**src/rtl/uart_pkg.sv**
```systemverilog
// UART shared definitions: receiver FSM states, CRC-8 polynomial and the
// byte-wise CRC-8 update used by both the receiver and the transmitter checksum.
package uart_pkg;

    localparam logic [7:0] CRC8_POLY = 8'h07;

    typedef enum logic [2:0] {
        IDLE      = 3'd0,
        START     = 3'd1,
        DATA      = 3'd2,
        PARITY    = 3'd3,
        STOP      = 3'd4,
        WAIT_IDLE = 3'd5
    } rx_state_t;

    // MSB-first CRC-8, no reflection, no final XOR.
    function automatic logic [7:0] crc8_byte(input logic [7:0] crc_in,
                                             input logic [7:0] data,
                                             input logic [7:0] poly);
        logic [7:0] c;
        c = crc_in ^ data;
        for (int i = 0; i < 8; i++) begin
            c = c[7] ? ((c << 1) ^ poly) : (c << 1);
        end
        return c;
    endfunction

endpackage

```
**src/rtl/uart_rx_sync.sv**
```systemverilog
// Two-flop synchronizer for the asynchronous serial line. Resets to 1 so an
// idle line never looks like a start bit while coming out of reset.
module uart_rx_sync (
    input  logic clk,
    input  logic reset,
    input  logic d,
    output logic q
);

    logic meta;

    // Two back-to-back flops; q is safe to use in the clk domain.
    always_ff @(posedge clk or negedge reset) begin
        if (!reset) begin
            meta <= 1'b1;
            q    <= 1'b1;
        end else begin
            meta <= d;
            q    <= meta;
        end
    end

endmodule

```
**src/rtl/uart_rx_crc_receiver.sv**
```systemverilog
// UART receiver (8N1, or 8E1 when UART_RX_PARITY_EN is defined) with a
// valid/ready holding register and a running CRC-8 over delivered bytes.
//
//  state     | meaning
//  ----------+----------------------------------------------------------
//  IDLE      | line idle, waiting for a synchronized 1->0 edge
//  START     | half-bit wait, confirm start bit is still low
//  DATA      | sample 8 data bits, LSB first, one per bit period
//  PARITY    | sample even-parity bit (UART_RX_PARITY_EN builds only)
//  STOP      | sample stop bit; good byte loads holding register
//  WAIT_IDLE | framing error seen, wait for the line to return high
module uart_rx_crc_receiver
    import uart_pkg::*;
#(
    parameter int         CLKS_PER_BIT = 16,
    parameter logic [7:0] CRC_POLY     = CRC8_POLY
) (
    input  logic       clk,
    input  logic       reset,
    input  logic       rx_in,
    output logic [7:0] rx_data,
    output logic       rx_valid,
    input  logic       rx_ready,
    output logic       frame_err,
    output logic       overrun,
    input  logic       crc_clear,
    output logic [7:0] crc_out
`ifdef UART_RX_PARITY_EN
    ,
    output logic       parity_err
`endif
);

    localparam int               CNT_W    = $clog2(CLKS_PER_BIT);
    localparam logic [CNT_W-1:0] CNT_HALF = CNT_W'(CLKS_PER_BIT / 2 - 1);
    localparam logic [CNT_W-1:0] CNT_FULL = CNT_W'(CLKS_PER_BIT - 1);

    rx_state_t        state;
    logic [CNT_W-1:0] cnt;
    logic [2:0]       bit_idx;
    logic [7:0]       shift_reg;
    logic             rx_s;
    logic             rx_s_d;
    logic             tick;
    logic             byte_good;
    logic             load;
    logic             drop;
`ifdef UART_RX_PARITY_EN
    logic             parity_bad;
`endif

    uart_rx_sync u_sync (
        .clk   (clk),
        .reset (reset),
        .d     (rx_in),
        .q     (rx_s)
    );

    // Terminal count of the bit timer and the holding-register load decision.
    always_comb begin
        tick      = (cnt == '0);
        byte_good = (state == STOP) && tick && rx_s;
`ifdef UART_RX_PARITY_EN
        byte_good = byte_good && !parity_bad;
`endif
        drop      = byte_good && rx_valid && !rx_ready;
        load      = byte_good && !drop;
    end

    // Receive FSM with bit timer, bit index, shift register and error pulses.
    always_ff @(posedge clk or negedge reset) begin
        if (!reset) begin
            state      <= IDLE;
            cnt        <= '0;
            bit_idx    <= '0;
            shift_reg  <= '0;
            rx_s_d     <= 1'b1;
            frame_err  <= 1'b0;
`ifdef UART_RX_PARITY_EN
            parity_err <= 1'b0;
            parity_bad <= 1'b0;
`endif
        end else begin
            rx_s_d    <= rx_s;
            frame_err <= 1'b0;
`ifdef UART_RX_PARITY_EN
            parity_err <= 1'b0;
`endif
            if (!tick) begin
                cnt <= cnt - 1'b1;
            end
            case (state)
                IDLE: begin
                    if (rx_s_d && !rx_s) begin
                        state <= START;
                        cnt   <= CNT_HALF;
                    end
                end
                START: begin
                    if (tick) begin
                        if (!rx_s) begin
                            state   <= DATA;
                            cnt     <= CNT_FULL;
                            bit_idx <= '0;
                        end else begin
                            state <= IDLE;
                        end
                    end
                end
                DATA: begin
                    if (tick) begin
                        shift_reg <= {rx_s, shift_reg[7:1]};
                        cnt       <= CNT_FULL;
                        bit_idx   <= bit_idx + 3'd1;
                        if (bit_idx == 3'd7) begin
`ifdef UART_RX_PARITY_EN
                            state <= PARITY;
`else
                            state <= STOP;
`endif
                        end
                    end
                end
`ifdef UART_RX_PARITY_EN
                PARITY: begin
                    if (tick) begin
                        parity_bad <= ^{shift_reg, rx_s};
                        parity_err <= ^{shift_reg, rx_s};
                        cnt        <= CNT_FULL;
                        state      <= STOP;
                    end
                end
`endif
                STOP: begin
                    if (tick) begin
                        if (rx_s) begin
                            state <= IDLE;
                        end else begin
                            frame_err <= 1'b1;
                            state     <= WAIT_IDLE;
                        end
                    end
                end
                WAIT_IDLE: begin
                    if (rx_s) begin
                        state <= IDLE;
                    end
                end
                default: begin
                    state <= IDLE;
                end
            endcase
        end
    end

    // Holding register, handshake, overrun pulse and running CRC.
    always_ff @(posedge clk or negedge reset) begin
        if (!reset) begin
            rx_data  <= '0;
            rx_valid <= 1'b0;
            overrun  <= 1'b0;
            crc_out  <= '0;
        end else begin
            overrun <= drop;
            if (load) begin
                rx_data  <= shift_reg;
                rx_valid <= 1'b1;
                crc_out  <= crc8_byte(crc_clear ? 8'h00 : crc_out, shift_reg, CRC_POLY);
            end else begin
                if (rx_valid && rx_ready) begin
                    rx_valid <= 1'b0;
                end
                if (crc_clear) begin
                    crc_out <= '0;
                end
            end
        end
    end

endmodule

```
**config.mk**
```make
export PLATFORM = sky130hd
export DESIGN_NAME = uart_rx_crc_receiver
export DESIGN_NICKNAME = d
export VERILOG_FILES = /design/src/rtl/uart_pkg.sv /design/src/rtl/uart_rx_sync.sv /design/src/rtl/uart_rx_crc_receiver.sv
export SDC_FILE = /design/constraint.sdc
export NUM_CORES = 1
export LEC_CHECK = 0
export ABC_AREA = 1
export CAP_MARGIN = 20
export CORE_MARGIN = 1.5
export CORE_UTILIZATION = 50
export DETAILED_ROUTE_END_ITERATION = 12
export HOLD_SLACK_MARGIN = 0.02
export PLACE_DENSITY = 0.72
export SLEW_MARGIN = 20
export SYNTH_ARGS = -nofsm -noshare
export SYNTH_HDL_FRONTEND = slang
export SYNTH_SLANG_ARGS = --single-unit
```
**constraint.sdc**
```tcl
create_clock -name clk -period 2.1 [get_ports clk]
set_clock_uncertainty 0.2 [all_clocks]
set_input_delay 0.315 -clock clk [delete_from_list [all_inputs] [get_ports clk]]
set_output_delay 0.315 -clock clk [all_outputs]
set_load 0.1 [all_outputs]
```
==> metrics.txt <==
# TYPE chip_impl_metric gauge
chip_impl_metric{name="vias",unit=""} 1801
chip_impl_metric{name="power.internal",unit="W"} 0.00160
chip_impl_info{name="worstReg2RegEnd",value="rx_data[3]"} 1
chip_impl_metric{name="i_o_pins",unit=""} 24
chip_impl_info{name="timing.critical_path.slowest_stage_cell",value="sky130_fd_sc_hd__dfrtp_1"} 1
chip_impl_info{name="path_delay_family",value="simple AND/OR/NAND/NOR gates"} 1
chip_impl_metric{name="asyncSetResetFlopFracSynth",unit="%"} 100
chip_impl_metric{name="route.final.wire_length",unit="um"} 4480
chip_impl_metric{name="timing.final.setup_violations",unit=""} 0
chip_impl_metric{name="worst_hold_slack",unit="ns"} 0.168
chip_impl_info{name="hold_start",value="u_sync.meta"} 1
chip_impl_metric{name="detail_route.vias_per_cell",unit=""} 5.12
chip_impl_metric{name="area_added_between_synthesis_and_finish",unit="%"} 18.6
chip_impl_metric{name="finalWeightedCongestion",unit=""} 0.856
chip_impl_metric{name="design.core.area",unit="sq um"} 4120
chip_impl_metric{name="grt_remaining_overflow",unit=""} 0
chip_impl_metric{name="cts-htree-levels",unit=""} 2
chip_impl_metric{name="io_buffer_count",unit=""} 23
chip_impl_metric{name="num-fill-cells",unit=""} 338
chip_impl_info{name="top_count_cell_post_synth",value="sky130_fd_sc_hd__nand2_1"} 1
chip_impl_metric{name="finalNetCount",unit=""} 310
chip_impl_info{name="layer_with_the_highest_usage_after_global_routing",value="met2"} 1
chip_impl_metric{name="tritoncts.num_buffers",unit=""} 5
chip_impl_metric{name="globalRouteTotalUtil",unit="%"} 20.8
chip_impl_info{name="worstSetupStartpointType",value="register"} 1
chip_impl_metric{name="cts.repair_timing.setup_buffer_count",unit=""} 0
chip_impl_metric{name="syn_inst",unit=""} 265
chip_impl_metric{name="post-route-period-util",unit="%"} 89.6
chip_impl_metric{name="grtUsageMet3",unit="%"} 5.41
chip_impl_info{name="path_cells",value="inv_1 > ha_1 > nand2_4 > inv_4 > nand3_4 > nor2_4 > inv_2 > nand2_1 > o21ai_2"} 1
chip_impl_metric{name="synth_fp_nets",unit=""} 274
chip_impl_metric{name="first_global_vias",unit=""} 1684
chip_impl_metric{name="worstHoldPathCells",unit=""} 0
chip_impl_metric{name="powerDensity",unit="nW/um^2"} 1080
chip_impl_metric{name="cp_max_fo",unit=""} 20
chip_impl_metric{name="total_leakage_power",unit="nW"} 1.33
chip_impl_metric{name="worst-r2r-setup-slack",unit="ns"} 0.22
chip_impl_info{name="clock_tree.root_cell",value="sky130_fd_sc_hd__clkbuf_8"} 1
chip_impl_metric{name="synth_enable_flop_cells",unit=""} 0
chip_impl_metric{name="vdd_ir_drop_max",unit="mV"} 0.781
chip_impl_metric{name="timing.reg2reg.worst_path_depth",unit=""} 9
chip_impl_metric{name="wire_per_inst",unit="um"} 12.7
chip_impl_metric{name="power.combinational.fraction",unit="%"} 41.3
chip_impl_metric{name="seq_pwr_share",unit="%"} 36.4
chip_impl_metric{name="drt_pass1_iterations",unit=""} 4
chip_impl_metric{name="timing.final.crit_period",unit="ns"} 1.88
chip_impl_metric{name="swShare",unit="%"} 42.9
chip_impl_info{name="synth-main-ff-cell",value="sky130_fd_sc_hd__dfrtp_1"} 1
chip_impl_metric{name="hold_viol_final",unit=""} 0
chip_impl_metric{name="post-place-ws",unit="ns"} -0.0466
chip_impl_metric{name="ant_nets",unit=""} 0
chip_impl_info{name="class_of_the_worst_hold_path",value="register to register"} 1
chip_impl_metric{name="use_met1",unit="%"} 29.0
chip_impl_metric{name="worst-path-buf-inv",unit=""} 3
chip_impl_info{name="run_status",value="finished clean"} 1
chip_impl_metric{name="synth.distinct_cells",unit=""} 30
chip_impl_metric{name="1st_iter_drt_viols",unit=""} 123
chip_impl_metric{name="fmax",unit="GHz"} 0.531
chip_impl_info{name="worstReg2RegStart",value="cnt[0]"} 1
chip_impl_metric{name="timing.critical_path.required",unit="ns"} 2.08
chip_impl_metric{name="slew_headroom",unit="%"} 66.2
chip_impl_info{name="grt_setup_unrepaired",value="no"} 1
chip_impl_metric{name="synth-seq-area-share",unit="%"} 45.9
chip_impl_info{name="whs_endpoint",value="u_sync.q"} 1
chip_impl_metric{name="utilization",unit="%"} 63.1
chip_impl_metric{name="dp_hpwl",unit="um"} 3250
chip_impl_metric{name="netlist.area_leader.share",unit="%"} 42.3
chip_impl_metric{name="first_pass_grt_wire_length",unit="um"} 7870
chip_impl_metric{name="die-height",unit="um"} 69.2
chip_impl_metric{name="arrival",unit="ns"} 1.86
chip_impl_metric{name="row_count",unit=""} 23
chip_impl_metric{name="design_power_total",unit="W"} 0.00280
chip_impl_metric{name="finalWorstSetupSlack",unit="ns"} 0.217
chip_impl_info{name="critical_path.startpoint",value="cnt[0]"} 1
chip_impl_metric{name="yosysWarnings",unit=""} 0
chip_impl_info{name="synth_area_leader_cell",value="sky130_fd_sc_hd__dfrtp_1"} 1
chip_impl_metric{name="worst-slew-pin-transition",unit="ns"} 0.507
chip_impl_metric{name="synth.avg_cell_area",unit="sq um"} 8.26
chip_impl_metric{name="syn-cell-area",unit="sq um"} 2190
chip_impl_metric{name="drv_slew",unit=""} 0
chip_impl_metric{name="detail_route.drc_violations",unit=""} 0
chip_impl_metric{name="die_area",unit="sq um"} 4780
chip_impl_metric{name="clk_pin_slew",unit="ns"} 0.08
chip_impl_metric{name="synth_seq_cells",unit=""} 40
chip_impl_metric{name="met2_track_utilization_from_global_routing",unit="%"} 31.4
chip_impl_metric{name="antenna_found_initial",unit=""} 0
chip_impl_metric{name="clock_tree.buffer_depth",unit=""} 2
chip_impl_metric{name="antennaDiodeCount",unit=""} 0
chip_impl_info{name="yosys-top-cells-count",value="83 x sky130_fd_sc_hd__nand2_1, 37 x sky130_fd_sc_hd__dfrtp_1, 29 x sky130_fd_sc_hd__nand3_1, 27 x sky130_fd_sc_hd__inv_1, 22 x sky130_fd_sc_hd__o21ai_0"} 1
chip_impl_info{name="critPathCaptureType",value="register"} 1
chip_impl_metric{name="clock_power_share",unit="%"} 22.4
chip_impl_metric{name="die_width",unit="um"} 69.2
chip_impl_metric{name="worst_skew_late_latency",unit="ns"} 0.30
chip_impl_info{name="synth.top_cells.by_area",value="sky130_fd_sc_hd__dfrtp_1 42%, sky130_fd_sc_hd__nand2_1 14%, sky130_fd_sc_hd__nand3_1 6.6%"} 1
chip_impl_metric{name="layout-drive-gt1-share",unit="%"} 23.8
chip_impl_metric{name="cpPeakStageDelay",unit="ns"} 0.40
chip_impl_metric{name="power.net_switching",unit="W"} 0.00120
chip_impl_info{name="critPathKind",value="register to register"} 1
chip_impl_metric{name="drv.max_cap_violation_count",unit=""} 0
chip_impl_metric{name="starting_density",unit="%"} 53.2
chip_impl_metric{name="largest_net_degree_at_the_start_of_global_routing",unit=""} 41
chip_impl_info{name="cts_tree",value="done"} 1
chip_impl_metric{name="clock_sink_count",unit=""} 40
## cells in the final DEF, fill, tap and decap left out, drive strengths merged
master / count
ha: 4
o211ai: 2
bufinv: 1
buf: 30
dlygate4sd3: 1
o2111ai: 1
a21oi: 2
xor2: 5
clkbuf: 6
or2: 2
nand2: 86
nor2: 12
nand3: 32
o21ai: 32
dfrtp: 37
a22o: 2
xnor2: 2
clkdlybuf4s50: 3
clkinv: 1
dfstp: 3
nor3: 3
nand3b: 1
inv: 34
## timing repair
item	CTS	global route
setup endpoints to repair	0	0
hold endpoints to repair	37	0
hold buffers	1	0
gates resized for setup	0	0
## worst reg2reg max path, delay by kind of cell, from the launching register on
family	cells	cell delay [ns]
DFF	1	0.40
AOI/OAI and AO/OA	1	0.06
and+or+nand+nor	4	0.50
adders and majority gates	1	0.23
buffers and inverters	3	0.37
## power groups by stage
| stage | registers, W | clock network [W] | logic, W |
|---|---|---|---|
| 6_report | 0.00102 | 0.000627 | 0.00116 |
| 5_1_grt | 0.00104 | 0.000680 | 0.00126 |
| 4_1_cts | 0.00102 | 0.000640 | 0.00116 |
| 3_5_place_dp | 0.00103 | 0 | 0.00116 |
| 3_3_place_gp | 0.00103 | 0 | 0.00114 |
| 2_1_floorplan | 0.00138 | 0 | 0.000576 |
## routing by layer
metal | up-vias | part of all wire [%]
met5 | - | 0
met4 | 0 | 1.6
met3 | 7 | 4.5
met2 | 47 | 44
met1 | 819 | 50
li1 | 928 | -
## cell type report
class	instances	area, sq um	area share [%]
Sequential cell	40	1000	38.7
Inverter	34	130	5.01
Multi-Input combinational cell	186	1000	38.7
Timing Repair Buffer	34	288	11.1
Clock buffer	6	72.6	2.80
Tap cell	50	62.6	2.41
Clock inverter	2	35.0	1.35
## how the worst max path moves through the flow
| stage | end | slack [ns] | cells past startpoint |
|---|---|---|---|
| floorplan | crc_out[1] | 0.06 | 8 |
| global placement | crc_out[2] | 0.002 | 13 |
| detailed placement | crc_out[2] | -0.05 | 13 |
| CTS | rx_data[3] | 0.19 | 9 |
| global route | crc_out[2] | 0.03 | 13 |
| finish | rx_data[3] | 0.22 | 9 |
## stage by stage
step / cell area (sq um) / TNS [ns] / instances
2_1_floorplan: 2190 / 0 / 265
3_3_place_gp: 2480 / 0 / 343
3_5_place_dp: 2480 / -0.0914 / 343
4_1_cts: 2600 / 0 / 352
5_1_grt: 2600 / 0 / 352
6_report: 2600 / 0 / 352
## logic make-up (layout without fill, tap and decap cells)
kind of cell / after synthesis / after routing / share of synthesized area [%]
AOI/OAI and AO/OA: 39 / 39 / 11.9
xor gates and xnor gates: 7 / 7 / 2.80
adders and majority gates: 4 / 4 / 2.29
buffers and inverters: 39 / 76 / 8.23
DFF: 40 / 40 / 45.9
and+or+nand+nor: 136 / 136 / 28.9
(Power assumes the default switching activity.)
